==> src/rtl/display_scan_ctl.sv <==
// display_scan_ctl
// Time-multiplexed scan controller for an 8-digit common-anode seven-segment
// display. It feeds one 7-bit extended digit code per scan slot to the
// downstream decoder and drives the matching active-low anode.
//
// Each digit slot is BLANK_CYC cycles with all anodes off, then SCAN_DIV
// cycles with that digit's anode on. d_out changes only on entry to BLANK,
// so the decoder input has settled before its anode lights.
//
// Digit codes are double-buffered: a shadow frame is reloaded from d0..d7
// only at the frame boundary, so a partially updated frame is never shown.
//
// Update handshake (level request / pulse acknowledge):
//   The requester raises upd_req and holds d0..d7 stable until upd_ack.
//   upd_req is looked at only on the frame-boundary edge (leaving SHOW of
//   digit 7). If it is high there, all eight codes are captured on that edge
//   and upd_ack pulses for exactly one cycle, together with frame_tick.
//   A request withdrawn before the boundary captures nothing and gets no ack.
//   A request held high is serviced at every boundary.
//
// Ports:
//   clk        system clock, rising edge
//   rst_n      synchronous active-low reset
//   d0..d7     extended digit codes ([6] blank, [5] dp, [4] dash, [3:0] hex);
//              d0 is the rightmost digit
//   upd_req    level request to load d0..d7
//   upd_ack    one-cycle pulse: d0..d7 captured on this edge
//   d_out      code of the current digit, to the decoder
//   an_n       active-low anode enables, one-hot-low during SHOW
//   frame_tick one-cycle pulse on the first cycle of each frame
//   scan_state current scan state (0 = BLANK, 1 = SHOW), for observation

module display_scan_ctl #(
  parameter int SCAN_DIV  = 100000,
  parameter int BLANK_CYC = 1000
) (
  input  logic       clk,
  input  logic       rst_n,
  input  logic [6:0] d0,
  input  logic [6:0] d1,
  input  logic [6:0] d2,
  input  logic [6:0] d3,
  input  logic [6:0] d4,
  input  logic [6:0] d5,
  input  logic [6:0] d6,
  input  logic [6:0] d7,
  input  logic       upd_req,
  output logic       upd_ack,
  output logic [6:0] d_out,
  output logic [7:0] an_n,
  output logic       frame_tick,
  output logic       scan_state
);

  localparam int CNT_MAX = (SCAN_DIV > BLANK_CYC) ? SCAN_DIV : BLANK_CYC;
  localparam int CW      = $clog2(CNT_MAX);

  localparam logic [CW-1:0] BLANK_LAST = CW'(BLANK_CYC - 1);
  localparam logic [CW-1:0] SHOW_LAST  = CW'(SCAN_DIV - 1);

  localparam logic ST_BLANK = 1'b0;
  localparam logic ST_SHOW  = 1'b1;

  localparam logic [6:0] CODE_BLANK = 7'h40;

  logic          state;
  logic [CW-1:0] cnt;
  logic [2:0]    idx;
  logic [2:0]    next_idx;
  logic [6:0]    shadow [8];
  logic [6:0]    din    [8];

  always_comb begin
    din[0] = d0;
    din[1] = d1;
    din[2] = d2;
    din[3] = d3;
    din[4] = d4;
    din[5] = d5;
    din[6] = d6;
    din[7] = d7;
  end

  // 3-bit increment wraps 7 -> 0 on its own.
  assign next_idx   = idx + 3'd1;
  assign scan_state = state;

  always_ff @(posedge clk) begin
    if (!rst_n) begin
      for (int k = 0; k < 8; k++) shadow[k] <= CODE_BLANK;
      d_out      <= CODE_BLANK;
      an_n       <= 8'hFF;
      idx        <= 3'd0;
      state      <= ST_BLANK;
      cnt        <= '0;
      upd_ack    <= 1'b0;
      frame_tick <= 1'b0;
    end else begin
      upd_ack    <= 1'b0;
      frame_tick <= 1'b0;
      case (state)
        ST_BLANK: begin
          if (cnt == BLANK_LAST) begin
            cnt   <= '0;
            state <= ST_SHOW;
            an_n  <= ~(8'b1 << idx);
          end else begin
            cnt <= cnt + CW'(1);
          end
        end
        default: begin
          if (cnt == SHOW_LAST) begin
            cnt   <= '0;
            idx   <= next_idx;
            state <= ST_BLANK;
            an_n  <= 8'hFF;
            d_out <= shadow[next_idx];
            if (idx == 3'd7) begin
              // Frame boundary: the only edge on which upd_req matters.
              frame_tick <= 1'b1;
              if (upd_req) begin
                for (int k = 0; k < 8; k++) shadow[k] <= din[k];
                upd_ack <= 1'b1;
                // Digit 0 of the new frame shows the freshly captured code.
                d_out   <= din[0];
              end
            end
          end else begin
            cnt <= cnt + CW'(1);
          end
        end
      endcase
    end
  end

endmodule

==> config.mk <==
export PLATFORM = sky130hd
export DESIGN_NAME = display_scan_ctl
export DESIGN_NICKNAME = d
export VERILOG_FILES = /design/src/rtl/display_scan_ctl.sv
export SDC_FILE = /design/constraint.sdc
export NUM_CORES = 1
export LEC_CHECK = 0
export BUFFER_PORTS_ARGS = -buffer_cell sky130_fd_sc_hd__buf_2
export CAP_MARGIN = 5
export CORE_MARGIN = 2
export CORE_UTILIZATION = 55
export DETAILED_ROUTE_END_ITERATION = 6
export PLACE_DENSITY = 0.79
export REMOVE_ABC_BUFFERS = 1
export SYNTH_ARGS = -nofsm -noshare
export SYNTH_HDL_FRONTEND = slang
export SYNTH_SLANG_ARGS = --single-unit
export TNS_END_PERCENT = 5
==> constraint.sdc <==
create_clock -name clk -period 4 [get_ports clk]
set_input_delay 0.2 -clock clk [delete_from_list [all_inputs] [get_ports clk]]
set_output_delay 0.2 -clock clk [all_outputs]
set_load 0.01 [all_outputs]
==> qor.yml, run 1 <==
hold_path:
  hold_start: "d4[6]"
  min_path_cells: 2
  min_path_type: "in2reg"
  hold_end: "shadow[4][6]"
final_layout:
  fin_util_pct: 66.3
  area_delta_synth_final_pct: 15.4
  nNetsFinal: 512
  layout-drive-gt1-share_pct: 22.8
  fillCellCount: 566
  mostFrequentLayoutCell: "buf_2"
  antenna_cells: 0
  mostFrequentLayoutCells: "76 x buf_2, 56 x edfxtp_1, 43 x and2_1"
run_status:
  status: "finished clean"
worst_setup_path:
  path_cells: "ha_1 > and4_1 > nand2_1 > o22ai_1 > or2_1 > nor2_1"
  arrival_ns: 2.72
  crit_required_ns: 4.23
  critPathKind: "reg2reg"
  critPathMaxFanout: 17
  crit_path_end_kind: "register"
  critPathMaxStageDelay_ns: 0.68
  r2r_start: "cnt[0]"
  cp_slowest_cell: "o22ai_1"
  worst_r2r_endpoint: "cnt[2]"
  cp-start-kind: "register"
  rr_worst_depth: 6
  critical-path-top-delay-family: "simple AND/OR/NAND/NOR gates"
  path_buf_inv: 0
  ff2ff_setup_slack_ns: 1.51
die:
  pin_count: 77
  die_w_um: 91.5
  rows: 31
  fp.dieArea_um2: 8370
  die_h_um: 91.5
  core_area_um2: 7330
  start_util_pct: 57.5
logic_synthesis:
  ys_ff_latch: 94
  ys_async_sr_fraction_pct: 0
  ys.flop_type: "edfxtp_1"
  synth-edff-count: 56
  yosys_warnings: 0
  syn_area_um2: 4210
  netlist_instances: 370
  yosysSeqAreaShare_pct: 58.0
  synth.distinct_cells: 40
  syn_area_per_cell_um2: 11.4
grt:
  grt_pass1_wl_um: 13400
  grt-ovfl-total: 0
  grt.total_usage_pct: 20.5
  antenna_found_initial: 0
  grt_pass1_vias: 2934
  grt_max_degree: 34
placement:
  place_congestion: 0.779
  place_hpwl_um: 5810
  portBuffers: 76
clock_tree:
  cts_tree: "done"
  cts_root_buf: "clkbuf_8"
  cts-buffers-inserted: 9
  cts_setup_buffers: 0
  path_clk_slew_ns: 0.09
  cts_max_path_buffers: 2
  clk_latency_ns: 0.36
  cts-resized-gates: 0
  cts_sinks: 94
  cts.htree.levels: 3
  ctsHoldBuffers: 0
drt:
  drt_iter0_markers: 140
  drt-total-wl_um: 8290
  detail-route-antenna-nets: 0
  detail_route.wl_per_cell_um: 15.1
  via_per_inst: 5.42
  drt-pass1-iter-count: 7
  drt_drc_violations_left: 0
  vias: 2979
pwr:
  peakVddDrop_v: 0.000211
  p_leak_nw: 1.84
  p_per_area_nw_per_um2: 355
sta:
  relSlewSlack_pct: 44.3
  fin_crit_sh_pct: 62.2
  fmax_ghz: 0.402
  timing.setup.tns_ns: 0
  rsz0062_at_grt: "no"
  finClkSkew_ns: 0.0104
  finalCriticalPeriod_ns: 2.49
  finalHoldViolations: 0
  setup_viol: 0
  worst_slew_pin_slew_ns: 0.835
  final_max_slew_viol_count: 0
  holdWs_ns: 0.0872
flow_run:
  max_cap_viol_count: 0
==> logic make-up (layout without fill, tap and decap cells) <==
kind of cell	after synthesis	after routing	synth area share (%)
buffers and inverters	25	106	2.85
multiplexers	21	21	5.59
AND/OR/NAND/NOR	160	160	21.4
XOR/XNOR	15	15	3.12
flip-flops	94	94	58.0
AO/OA/AOI/OAI	48	48	6.92
adder cells (fa/ha/maj)	7	7	2.08
==> power breakdown <==
part	internal (mW)	total, mW	switching [mW]	leakage, nW
Sequential	1.05	1.06	0.00875	0.860
Clock	0.285	0.603	0.318	0.0846
Combinational	0.0331	0.0671	0.0340	0.894
==> flip-flops by register name (all words and copies together) (netlist names) <==
| name | cells |
|---|---|
| scan_state | 1 |
| cnt | 17 |
| upd_ack | 1 |
| idx | 3 |
| frame_tick | 1 |
| an_n | 8 |
| shadow | 56 |
| d_out | 7 |
==> how the worst max path moves through the flow <==
stage                start            to  slack (ns)  depth (start not counted)
global route        cnt[0]       cnt[12]        1.30                          6
floorplan           cnt[0]  shadow[0][0]        0.71                          6
CTS                 cnt[0]        cnt[2]        1.53                          6
global placement    idx[0]  shadow[1][6]        1.67                          7
finish              cnt[0]        cnt[2]        1.51                          6
detailed placement  cnt[0]        cnt[2]        1.55                          6
==> metrics by stage <==
step | instance area (um2) | total power [mW] | std cells | worst slack (ns)
floorplan | 4120 | 1.11 | 352 | 0.713
global placement | 4680 | 1.14 | 534 | 1.67
detailed placement | 4680 | 1.15 | 534 | 1.55
CTS | 4860 | 1.73 | 550 | 1.53
global route | 4860 | 1.78 | 550 | 1.30
finish | 4860 | 1.73 | 550 | 1.51
==> synth_stat cells (2+ instances only) <==
| master | number | area (um2) |
|---|---|---|
| edfxtp_1 | 56 | 1680 |
| and2_1 | 43 | 269 |
| dfxtp_1 | 38 | 761 |
| nor2_1 | 37 | 139 |
| mux2i_1 | 19 | 190 |
| o21ai_0 | 18 | 90.1 |
| nand3_1 | 16 | 80.1 |
| nand2_1 | 15 | 56.3 |
| a31oi_1 | 12 | 75.1 |
| and3_1 | 12 | 75.1 |
| xnor2_1 | 10 | 87.6 |
| a211oi_1 | 7 | 52.6 |
| clkbuf_1 | 7 | 26.3 |
| ha_1 | 7 | 87.6 |
| inv_1 | 7 | 26.3 |
| nor2b_1 | 7 | 43.8 |
| a22oi_1 | 6 | 45.0 |
| buf_4 | 5 | 37.5 |
| nand2b_1 | 5 | 31.3 |
| nor3_1 | 5 | 25.0 |
| xor2_1 | 5 | 43.8 |
| buf_2 | 4 | 20.0 |
| nor3b_1 | 4 | 30.0 |
| a21oi_1 | 3 | 15.0 |
| or2b_1 | 3 | 22.5 |
| clkbuf_2 | 2 | 10.0 |
| mux4_2 | 2 | 45.0 |
| nor4_4 | 2 | 42.5 |
| or3_1 | 2 | 12.5 |
==> layout make-up <==
| type | instances | area (um2) | area share, % |
|---|---|---|---|
| clock buffers | 11 | 131 | 2.70 |
| clock inverters | 5 | 52.6 | 1.08 |
| inverters | 7 | 26.3 | 0.541 |
| multi-input cells | 251 | 1650 | 34.0 |
| flip-flops and latches | 94 | 2440 | 50.2 |
| well taps | 99 | 124 | 2.55 |
| repair buffers | 83 | 433 | 8.91 |
==> routing by layer <==
metal / vias up / wire length (um) / GRT usage, %
li1: 1469 / - / -
met1: 1399 / 3560 / 25.1
met2: 100 / 4080 / 34.2
met3: 11 / 490 / 4.23
met4: 0 / 160 / 10.1
met5: - / 0 / 0
No activity file was read; power rests on OpenSTA's default activity.
==> run 2, diff against run 1 <==
--- a/config.mk
+++ b/config.mk
@@ -5,12 +5,13 @@
 export SDC_FILE = /design/constraint.sdc
 export NUM_CORES = 1
 export LEC_CHECK = 0
+export ABC_AREA = 1
 export BUFFER_PORTS_ARGS = -buffer_cell sky130_fd_sc_hd__buf_2
 export CAP_MARGIN = 5
 export CORE_MARGIN = 2
-export CORE_UTILIZATION = 55
+export CORE_UTILIZATION = 51
 export DETAILED_ROUTE_END_ITERATION = 6
-export PLACE_DENSITY = 0.79
+export PLACE_DENSITY = 0.76
 export REMOVE_ABC_BUFFERS = 1
 export SYNTH_ARGS = -nofsm -noshare
 export SYNTH_HDL_FRONTEND = slang
==> constraint.sdc (replaced) <==
create_clock -name clk -period 2.2 [get_ports clk]
set_input_delay 0.11 -clock clk [delete_from_list [all_inputs] [get_ports clk]]
set_output_delay 0.11 -clock clk [all_outputs]
set_load 0.01 [all_outputs]
==> run 2 against run 1 <==
Maximum frequency grew 28%. First-iteration DRC count grew 10%. Synthesized cell count grew 48%. Sequential cell count is the same. Clock power grew 79%. Hold slack lost 0.073 ns. Register-to-register slack lost 1.3 ns. Critical path type unchanged. Highest routed layer unchanged.
==> qor.yml, run 2 <==
run_status:
  status: "finished clean"
logic_synthesis:
  ys_async_sr_fraction_pct: 0  # unchanged
  ys_ff_latch: 94  # unchanged
  synth-compound-area-share_pct: 2.00  # -4.9 points
  synth.distinct_cells: 28  # -30%
  synthMostInstantiatedCell: "nand2_1"
  synthTopCellsByCount: "126 x nand2_1, 81 x inv_1, 80 x nand3_1"
  synthAdderAreaFrac_pct: 1.92  # -0.16 points
  muxShareOfSynthArea_pct: 0  # -5.6 points
  netlist_instances: 547  # +48%
  syn_area_um2: 4560  # +8.2%
  synthSimpleGateAreaFrac_pct: 30.3  # +8.9 points
  yosysSeqAreaShare_pct: 53.6  # -4.4 points
  synth_top_area_share_pct: 36.9  # -3.0 points
  synth_top_cell_by_area: "edfxtp_1"
  ys.flop_type: "edfxtp_1"
  syn_area_per_cell_um2: 8.33  # -27%
  yosys_warnings: 0  # unchanged
  synthXorXnorAreaFrac_pct: 2.11  # -1.0 points
  synthTopCellsByArea: "edfxtp_1 37%, dfxtp_1 17%, nand2_1 10%"
  synth_top_family_by_area: "simple AND/OR/NAND/NOR gates"
  synth-edff-count: 56  # unchanged
drt:
  met2WireLength_um: 4520  # +11%
  drt_drc_violations_left: 0  # unchanged
  via_per_inst: 4.88  # -9.8%
  drt-pass1-iter-count: 4  # -3
  highest_layer: "met4"
  detail_route.wl_per_cell_um: 12.6  # -16%
  vias: 3644  # +22%
  detail-route-antenna-nets: 0  # unchanged
  met3_length_um: 562  # +15%
  wl_met1_um: 4130  # +16%
  drt-total-wl_um: 9410  # +14%
  drt_iter0_markers: 154  # +10%
die:
  pin_count: 77  # unchanged
  die_w_um: 98.5  # +7.7%
  die_h_um: 98.5  # +7.7%
  start_util_pct: 52.5  # -5.0 points
  rows: 34  # +9.7%
  core_area_um2: 8680  # +18%
  fp.dieArea_um2: 9700  # +16%
grt:
  grt_max_degree: 57  # +68%
  antenna_found_initial: 0  # unchanged
  grt_pass1_vias: 3528  # +20%
  grt-ovfl-total: 0  # unchanged
  grt.total_usage_pct: 20.3  # -0.11 points
  grt_pass1_wl_um: 15900  # +18%
pwr:
  internal_power_mw: 2.43  # +78%
  power_switching_uw: 762  # +110%
  p_sw_share_pct: 23.8  # +3.0 points
  combPwrFrac_pct: 5.6  # +1.7 points
  peakVddDrop_v: 0.000302  # +43%
  p_leak_nw: 2.43  # +32%
  sequentialPowerShare_pct: 60.7  # -0.5 points
  p_per_area_nw_per_um2: 601  # +69%
  pwr-share-clk_pct: 33.7  # -1.2 points
clock_tree:
  cts_sinks: 94  # unchanged
  cts_tree: "done"
  cts-buffers-inserted: 9  # unchanged
  cts.htree.levels: 3  # unchanged
  cts-resized-gates: 0  # unchanged
  clk_latency_ns: 0.37  # about the same
  cts_root_buf: "clkbuf_8"
  path_clk_slew_ns: 0.09  # about the same
  cts_max_path_buffers: 2  # unchanged
final_layout:
  mostFrequentLayoutCells: "126 x nand2_1, 81 x inv_1, 80 x nand3_1"
  antenna_cells: 0  # unchanged
  largest_register: "shadow"
  largest_register_ffs: 56  # unchanged
  area_delta_synth_final_pct: 16.6
  fillCellCount: 748  # +32%
  layout-drive-gt1-share_pct: 21.6  # -1.2 points
  nNetsFinal: 699  # +37%
  fin_util_pct: 61.2  # -5.1 points
  mostFrequentLayoutCell: "nand2_1"
  largestRegisters: "shadow x56, cnt x17, an_n x8"
sta:
  finalCriticalPeriod_ns: 1.95  # -0.542 ns
  relSlewSlack_pct: 65.7  # +21 points
  timing.setup.tns_ns: 0  # unchanged
  setup_viol: 0  # unchanged
  timing.final.ws_setup_ns: 0.253  # -1.26 ns
  finalHoldViolations: 0  # unchanged
  rsz0062_at_grt: "no"
  finClkSkew_ns: 0.0200  # +0.00960 ns
  fin_crit_sh_pct: 88.5  # +26 points
  fmax_ghz: 0.513  # +28%
  worst_slew_pin_slew_ns: 0.514  # -0.321 ns
  holdWs_ns: 0.0142  # -0.0730 ns
  final_max_slew_viol_count: 0  # unchanged
worst_setup_path:
  critPathKind: "reg2reg"
  cpMostUsedCell: "nand2_1"
  crit_required_ns: 2.24  # -1.99 ns
  crit_path_end_kind: "register"
  critPathMaxFanout: 56  # +39
  path_cells: "ha_1 > nand2_1 > inv_1 > nand2_1 > nor2_1 > nand3_2 > o21ai_4 > buf_12"
  arrival_ns: 1.99  # -0.73 ns
  critPathMaxStageDelay_ns: 0.36  # -0.32 ns
  cp-start-kind: "register"
  cp_slowest_cell: "dfxtp_1"
placement:
  portBuffers: 76  # unchanged
  pre_cts_slack_ns: 0.279  # -1.27 ns
  place_hpwl_um: 6370  # +9.5%
  place_congestion: 0.860  # +10%
flow_run:
  max_cap_viol_count: 0  # unchanged
hold_path:
  min_path_type: "in2reg"
run 2: cell types whose count changed after synthesis, sizes merged, moves of 6 or more:
cell    before  now
a211oi       7    0
a21oi        3   10
a22oi        6    0
a31oi       12    0
and2        43    0
and3        12    0
inv          7   82
mux2i       19    0
nand2       15  130
nand3       17   82
nor2        37   93
nor2b        7    0
o21ai       18    6
xnor2       10    2
run 2: final timing paths:
| path | start | to | slack [ns] | cells past startpoint |
|---|---|---|---|---|
| worst min register to register | cnt[0] | cnt[0] | 0.45 | 1 |
| worst min-delay path | d6[6] | shadow[6][6] | 0.01 | 2 |
| worst max register to register | cnt[0] | shadow[7][2] | 0.25 | 8 |
| worst max-delay path | cnt[0] | shadow[7][2] | 0.25 | 8 |
run 2: logic make-up after synthesis:
family | after synthesis
AND/OR/NAND/NOR | 313
buffers and inverters | 105
flip-flops | 94
AO/OA/AOI/OAI | 17
XOR/XNOR | 11
adder cells (fa/ha/maj) | 7
run 2: through the flow:
step	total power [mW]	cells	area [um2]
2_1_floorplan	2.06	525	4410
3_3_place_gp	2.14	721	5040
3_5_place_dp	2.15	721	5040
4_1_cts	3.22	746	5310
5_1_grt	3.31	746	5310
6_report	3.20	746	5310
run 2: power groups by stage:
stage | logic [mW] | clock network, mW | registers (mW)
3_3_place_gp | 0.163 | 0 | 1.98
3_5_place_dp | 0.166 | 0 | 1.98
5_1_grt | 0.202 | 1.16 | 1.95
6_report | 0.178 | 1.08 | 1.94
4_1_cts | 0.179 | 1.10 | 1.94
2_1_floorplan | 0.0761 | 0 | 1.98
run 2: critical path: cells and delay by family (launching register included):
kind,cells,cell delay [ns]
buffers and inverters,2,0.40
AND/OR/NAND/NOR,4,0.51
adder cells (fa/ha/maj),1,0.17
flip-flops,1,0.36
AO/OA/AOI/OAI,1,0.18
run 2: repair_timing:
action | CTS | global route
hold buffers | 9 | 0
setup buffers | 0 | 0
hold endpoints to repair | 9 | 0
run 2: layout make-up:
type | count | area [um2] | share of cell area (%)
sequential | 94 | 2440 | 46.0
multi-input combinational | 348 | 1670 | 31.4
timing repair buffer | 97 | 573 | 10.8
inverter | 83 | 314 | 5.91
tap | 108 | 135 | 2.54
clock buffer | 10 | 128 | 2.40
clock inverter | 6 | 53.8 | 1.01
run 2: routing by layer:
metal	track usage, %	vias up
met4	8.01	0
li1	-	1889
met2	34.0	115
met1	26.5	1621
met3	3.55	19
met5	0	-
